**src/rtl/sorted_id_serializer.sv**
```systemverilog
// sorted_id_serializer
// Captures one ascending-sorted vector of N rule IDs from the bitonic merge
// stage, drops the all-ones padding sentinel and streams the surviving IDs,
// smallest first, one per cycle over a valid/ready interface.
//
// Build option: define SERIALIZER_DEDUP_EN to also drop an ID equal to its
// lower neighbour, so each distinct ID is emitted once.
//
// Ports:
//   clk        clock, rising edge
//   reset      asynchronous active-low reset
//   in_valid   sorted vector on `in` is valid
//   in_ready   block can accept a vector (IDLE only)
//   in         N packed IDs, element i at bits [i*W : i*W+W-1]
//   out_valid  out_data holds an emitted ID
//   out_ready  downstream accepts the beat
//   out_data   emitted rule ID
//   out_last   final ID of the current vector
//   out_empty  one-cycle pulse when a vector held no valid IDs
//   busy       high in every state except IDLE
module sorted_id_serializer #(
    parameter int unsigned N           = 16,
    parameter int unsigned INPUT_WIDTH = 6,
    parameter int unsigned log_N       = 4
) (
    input  logic                       clk,
    input  logic                       reset,
    input  logic                       in_valid,
    output logic                       in_ready,
    input  logic [0:N*INPUT_WIDTH-1]   in,
    output logic                       out_valid,
    input  logic                       out_ready,
    output logic [INPUT_WIDTH-1:0]     out_data,
    output logic                       out_last,
    output logic                       out_empty,
    output logic                       busy
);

    localparam logic [INPUT_WIDTH-1:0] SENTINEL = '1;

    typedef enum logic [1:0] {
        ST_IDLE,
        ST_PREP,
        ST_EMIT
    } state_e;

    state_e                   state_q, state_d;
    logic [INPUT_WIDTH-1:0]   buf_q [N];
    logic [INPUT_WIDTH-1:0]   buf_d [N];
    logic [N-1:0]             mask_q, mask_d;
    logic [N-1:0]             mask_prep;
    logic [log_N-1:0]         idx_q, idx_d;
    logic [log_N-1:0]         last_idx_q, last_idx_d;

    logic                     in_ready_q, in_ready_d;
    logic                     busy_q, busy_d;
    logic                     out_valid_q, out_valid_d;
    logic [INPUT_WIDTH-1:0]   out_data_q, out_data_d;
    logic                     out_last_q, out_last_d;
    logic                     out_empty_q, out_empty_d;

    // Index of the lowest set bit (0 when none set).
    function automatic logic [log_N-1:0] lowest_set(input logic [N-1:0] v);
        lowest_set = '0;
        for (int i = int'(N) - 1; i >= 0; i--) begin
            if (v[i]) lowest_set = log_N'(i);
        end
    endfunction

    // Index of the highest set bit (0 when none set).
    function automatic logic [log_N-1:0] highest_set(input logic [N-1:0] v);
        highest_set = '0;
        for (int i = 0; i < int'(N); i++) begin
            if (v[i]) highest_set = log_N'(i);
        end
    endfunction

    // Lowest set bit strictly above cur.
    function automatic logic [log_N-1:0] next_above(input logic [N-1:0] v,
                                                    input logic [log_N-1:0] cur);
        next_above = cur;
        for (int i = int'(N) - 1; i >= 0; i--) begin
            if (v[i] && (i > int'(cur))) next_above = log_N'(i);
        end
    endfunction

    // Keep mask for the captured vector.
    always_comb begin
        mask_prep    = '0;
        mask_prep[0] = (buf_q[0] != SENTINEL);
        for (int i = 1; i < int'(N); i++) begin
`ifdef SERIALIZER_DEDUP_EN
            mask_prep[i] = (buf_q[i] != SENTINEL) && (buf_q[i] != buf_q[i-1]);
`else
            mask_prep[i] = (buf_q[i] != SENTINEL);
`endif
        end
    end

    // Next-state logic.
    always_comb begin
        state_d    = state_q;
        buf_d      = buf_q;
        mask_d     = mask_q;
        idx_d      = idx_q;
        last_idx_d = last_idx_q;
        case (state_q)
            ST_IDLE: begin
                if (in_valid && in_ready_q) begin
                    for (int i = 0; i < int'(N); i++) begin
                        buf_d[i] = in[i*INPUT_WIDTH +: INPUT_WIDTH];
                    end
                    state_d = ST_PREP;
                end
            end
            ST_PREP: begin
                mask_d     = mask_prep;
                last_idx_d = highest_set(mask_prep);
                if (mask_prep == '0) begin
                    state_d = ST_IDLE;
                end else begin
                    idx_d   = lowest_set(mask_prep);
                    state_d = ST_EMIT;
                end
            end
            ST_EMIT: begin
                if (out_valid_q && out_ready) begin
                    if (out_last_q) state_d = ST_IDLE;
                    else            idx_d   = next_above(mask_q, idx_q);
                end
            end
            default: state_d = ST_IDLE;
        endcase
    end

    // Registered outputs follow the next state so they line up with it.
    always_comb begin
        in_ready_d  = (state_d == ST_IDLE);
        busy_d      = (state_d != ST_IDLE);
        out_valid_d = (state_d == ST_EMIT);
        out_data_d  = '0;
        out_last_d  = 1'b0;
        out_empty_d = (state_q == ST_PREP) && (mask_prep == '0);
        if (state_d == ST_EMIT) begin
            out_data_d = buf_d[idx_d];
            out_last_d = (idx_d == last_idx_d);
        end
    end

    always_ff @(posedge clk or negedge reset) begin
        if (!reset) begin
            state_q     <= ST_IDLE;
            for (int i = 0; i < int'(N); i++) buf_q[i] <= '0;
            mask_q      <= '0;
            idx_q       <= '0;
            last_idx_q  <= '0;
            in_ready_q  <= 1'b0;
            busy_q      <= 1'b0;
            out_valid_q <= 1'b0;
            out_data_q  <= '0;
            out_last_q  <= 1'b0;
            out_empty_q <= 1'b0;
        end else begin
            state_q     <= state_d;
            buf_q       <= buf_d;
            mask_q      <= mask_d;
            idx_q       <= idx_d;
            last_idx_q  <= last_idx_d;
            in_ready_q  <= in_ready_d;
            busy_q      <= busy_d;
            out_valid_q <= out_valid_d;
            out_data_q  <= out_data_d;
            out_last_q  <= out_last_d;
            out_empty_q <= out_empty_d;
        end
    end

    assign in_ready  = in_ready_q;
    assign busy      = busy_q;
    assign out_valid = out_valid_q;
    assign out_data  = out_data_q;
    assign out_last  = out_last_q;
    assign out_empty = out_empty_q;

endmodule

```
**config.mk**
```make
export PLATFORM = sky130hd
export DESIGN_NAME = sorted_id_serializer
export DESIGN_NICKNAME = d
export VERILOG_FILES = /design/src/rtl/sorted_id_serializer.sv
export SDC_FILE = /design/constraint.sdc
export NUM_CORES = 1
export LEC_CHECK = 0
export CORE_MARGIN = 4
export CORE_UTILIZATION = 49
export DETAILED_ROUTE_END_ITERATION = 7
export PLACE_DENSITY = 0.77
export RECOVER_POWER = 50
export REMOVE_ABC_BUFFERS = 1
export SLEW_MARGIN = 20
export SYNTH_ARGS = -nofsm -noshare
export SYNTH_HDL_FRONTEND = slang
export SYNTH_SLANG_ARGS = --single-unit
```
**constraint.sdc**
```tcl
create_clock -name clk -period 3.2 [get_ports clk]
set_input_delay 0.64 -clock clk [delete_from_list [all_inputs] [get_ports clk]]
set_output_delay 0.64 -clock clk [all_outputs]
set_load 0.01 [all_outputs]
```
==> impl_metrics.ini <==
[run_status]
status = complete, but fails checks
violations = capacitance limit, slew limit, setup timing

[drt]
drc_errors = 0
drt_iter0_markers = 654
via_count = 5885
ant_nets = 0
wl_um = 20800
wl_per_cell_um = 21.4
vias_per_cell = 6.07
drtPass1Iterations = 7

[layout]
seqCellArea_um2 = 3300
fin_cells = 970
finish.instance_area_um2 = 9370
synthToLayoutAreaGrowth_pct = 33.8
fin_util_pct = 67.2
nets = 880
nFillCells = 987
multi_input_comb_area_um2 = 3630
drive_gt1_share_pct = 29.3

[timing]
whs_ps = 520
fin_crit_ps = 3410
max-slew-margin-rel_pct = -3.86
fmax_mhz = 294
fin_ws_ps = -206
setup_viol = 4
finalHoldViolations = 0
fin_crit_sh_pct = 106
slew_viol_final = 62
skew_ps = 3.76
grt_setup_unrepaired = yes
worstMarginPinSlew_ps = 1560

[clock_network]
cts_max_level = 4
clk_pin_slew_ps = 60
numClockSinks = 132
clk_path_buf_depth = 2
cts_tree = yes
numCtsBuffers = 17
insertion_delay_ps = 410
clock-root-buffer = clkbuf_16

[synth]
synthFlopType = dfrtp_1
syn_area_per_cell_um2 = 11.3
synth_top_area_cell = dfrtp_1
synth_edf_count = 0
async_flop_share_pct = 100
synthTopCellsByArea = dfrtp_1, mux2_2, mux2i_1
ys_ff_latch = 132
post_synth_inst_count = 621
syn_area_um2 = 7000
synth_top_area_share_pct = 47.2
yosysWarnings = 0
synth_seq_area_share_pct = 47.2
ys_types = 70

[critical_path]
required_ps = 3500
ff2ff_path_depth = 11
reg2reg_to = out_data[0]$_DFF_PN0_
crit_end = out_data[0]$_DFF_PN0_
crit-reg2reg-launch = buf_q[78]$_DFF_PN0_
rrSetupSlack_ps = -210
cp.arrival_ps = 3700
worstSetupEndpointType = flop
startpoint = buf_q[78]$_DFF_PN0_
critPathKind = flop to flop
critPathMaxFanout = 7
critPathLaunchType = flop

[flow_run]
max-cap-violations = 1

[floorplanning]
die_x_um = 128
fp.dieArea_um2 = 16300
start_util_pct = 50.2
die_h_um = 128
num_rows = 43
core-area_um2 = 13900
num_io_pins = 111

[global_routing]
grt_usage_pct = 25.2
grt_overflow = 0
grt_pass1_wl_um = 31800
antenna_found_initial = 0
grt_max_degree = 62
grt_pass1_vias = 6152

[placed_design]
portBuffers = 110
gp_congestion = 0.907
dp_hpwl_um = 14900
dpl_cell_area_um2 = 8580
dp_cells = 927
place_ws_ps = -357

[pwr]
power.leakage_uw = 0.00396
ir_worst_vdd_uv = 401
power_density_nw_per_um2 = 858

[hold_path]
hold_path_class = flop to flop
[worst min-delay path by stage]
stage | start | end | slack (ps) | cells past startpoint
finish | last_idx_q[3]$_DFF_PN0_ | last_idx_q[3]$_DFF_PN0_ | 520 | 1
global route | buf_q[24]$_DFF_PN0_ | buf_q[24]$_DFF_PN0_ | 540 | 1
CTS | reset | buf_q[75]$_DFF_PN0_ | 340 | 1
detailed placement | last_idx_q[3]$_DFF_PN0_ | last_idx_q[3]$_DFF_PN0_ | 500 | 1
global placement | last_idx_q[3]$_DFF_PN0_ | last_idx_q[3]$_DFF_PN0_ | 490 | 1
floorplan | reset | buf_q[0]$_DFF_PN0_ | 340 | 0
[sequential cells by signal, indices dropped and copies added, names as in the netlist]
name / cells
out_empty: 1
out_valid: 1
idx_q: 4
last_idx_q: 4
in_ready: 1
out_data: 6
busy: 1
state_q: 2
mask_q: 15
buf_q: 96
out_last: 1
[cells by family (layout without fill, tap and decap cells)]
family          Yosys count  count (layout)  synth area share [%]
compound gates          106             106                  10.5
buf+inv                  42             210                  2.98
mux                     157             157                  24.3
simple gates            176             176                  13.7
flops                   132             132                  47.2
other cells               0               1                     0
xor+xnor                  4               4                 0.501
fa+ha+maj                 4               4                 0.715
[metal layers]
| layer | routed length [um] | global-route usage [%] | part of all wire (%) |
|---|---|---|---|
| met4 | 743 | 9.40 | 3.6 |
| met1 | 8160 | 31.7 | 39 |
| met5 | 0 | 0 | 0 |
| met2 | 10700 | 43.2 | 51 |
| met3 | 1240 | 4.81 | 6.0 |
[layout make-up]
| type | instances | area share (%) |
|---|---|---|
| Multi-Input combinational cell | 447 | 38.7 |
| Sequential cell | 132 | 35.3 |
| Timing Repair Buffer | 165 | 16.8 |
| Clock buffer | 20 | 4.88 |
| Tap cell | 180 | 2.40 |
| Clock inverter | 12 | 1.38 |
| Inverter | 13 | 0.521 |
| Antenna cell | 1 | 0.0267 |
[stage by stage]
| step | total power (uW) | TNS, ps |
|---|---|---|
| 2_1_floorplan | 4870 | -88460 |
| 3_3_place_gp | 5770 | -1270 |
| 3_5_place_dp | 5900 | -1740 |
| 4_1_cts | 7890 | -45.0 |
| 5_1_grt | 8450 | -1010 |
| 6_report | 8030 | -530 |
[where the power goes]
part	internal [uW]	switching [uW]	leakage [uW]
registers	2380	446	0.00153
clock network	1190	726	0.000283
logic	1570	1720	0.00215
[critical path, stage by stage, from the launching register on]
cell,delay [ps]
dfrtp_1,370
nand4_1,210
nor4_2,430
nand3_1,240
o31ai_4,280
a211oi_4,100
nor3_4,370
clkbuf_16,250
mux2i_1,180
or3_1,150
or4b_4,450
a22o_1,250
[timing repair]
| action | CTS | global route |
|---|---|---|
| gates resized for setup | 6 | 20 |
| setup buffers | 2 | 7 |
| cloned | 0 | 1 |
| hold buffers | 0 | 0 |
| endpoints found under the setup margin | 6 | 6 |
| pin swaps | 3 | 14 |
[cell usage in the layout (no fill, tap or decap), types with 4 or more instances in the layout]
cell type,instances
ha_1,4
mux2i_1,50
o21ai_0,12
buf_4,45
nor3_1,12
buf_12,4
nand4_1,16
a22o_1,4
dfrtp_1,132
a211oi_1,6
inv_1,11
and2_1,4
nand2_1,39
nor2b_1,5
o211ai_1,5
nor2_1,44
nor4_4,6
nand3_1,11
mux2_2,105
clkbuf_16,18
clkinv_2,4
a21oi_1,28
or2_2,7
clkdlybuf4s50_1,109
[Yosys cell counts (3+ instances only)]
library cell,count
o211ai_1,5
mux2i_1,52
nand4_1,16
a21boi_0,4
a21oi_1,30
nor2_1,46
a22o_1,4
nand2_1,40
a31oi_1,3
o21ai_0,12
mux2_2,105
and3_1,3
a211oi_1,7
inv_1,11
or4b_1,3
nand4b_1,3
ha_1,4
nor2b_1,5
a22oi_1,4
o21a_1,3
and2_1,4
or3_1,3
buf_1,5
o22ai_1,3
buf_2,9
nor3_1,13
clkbuf_1,12
xnor2_1,3
o31ai_1,3
nor4_2,4
dfrtp_1,132
a21o_1,3
nand3_1,13
or2_2,7
Power figures use the tool's default switching activity.
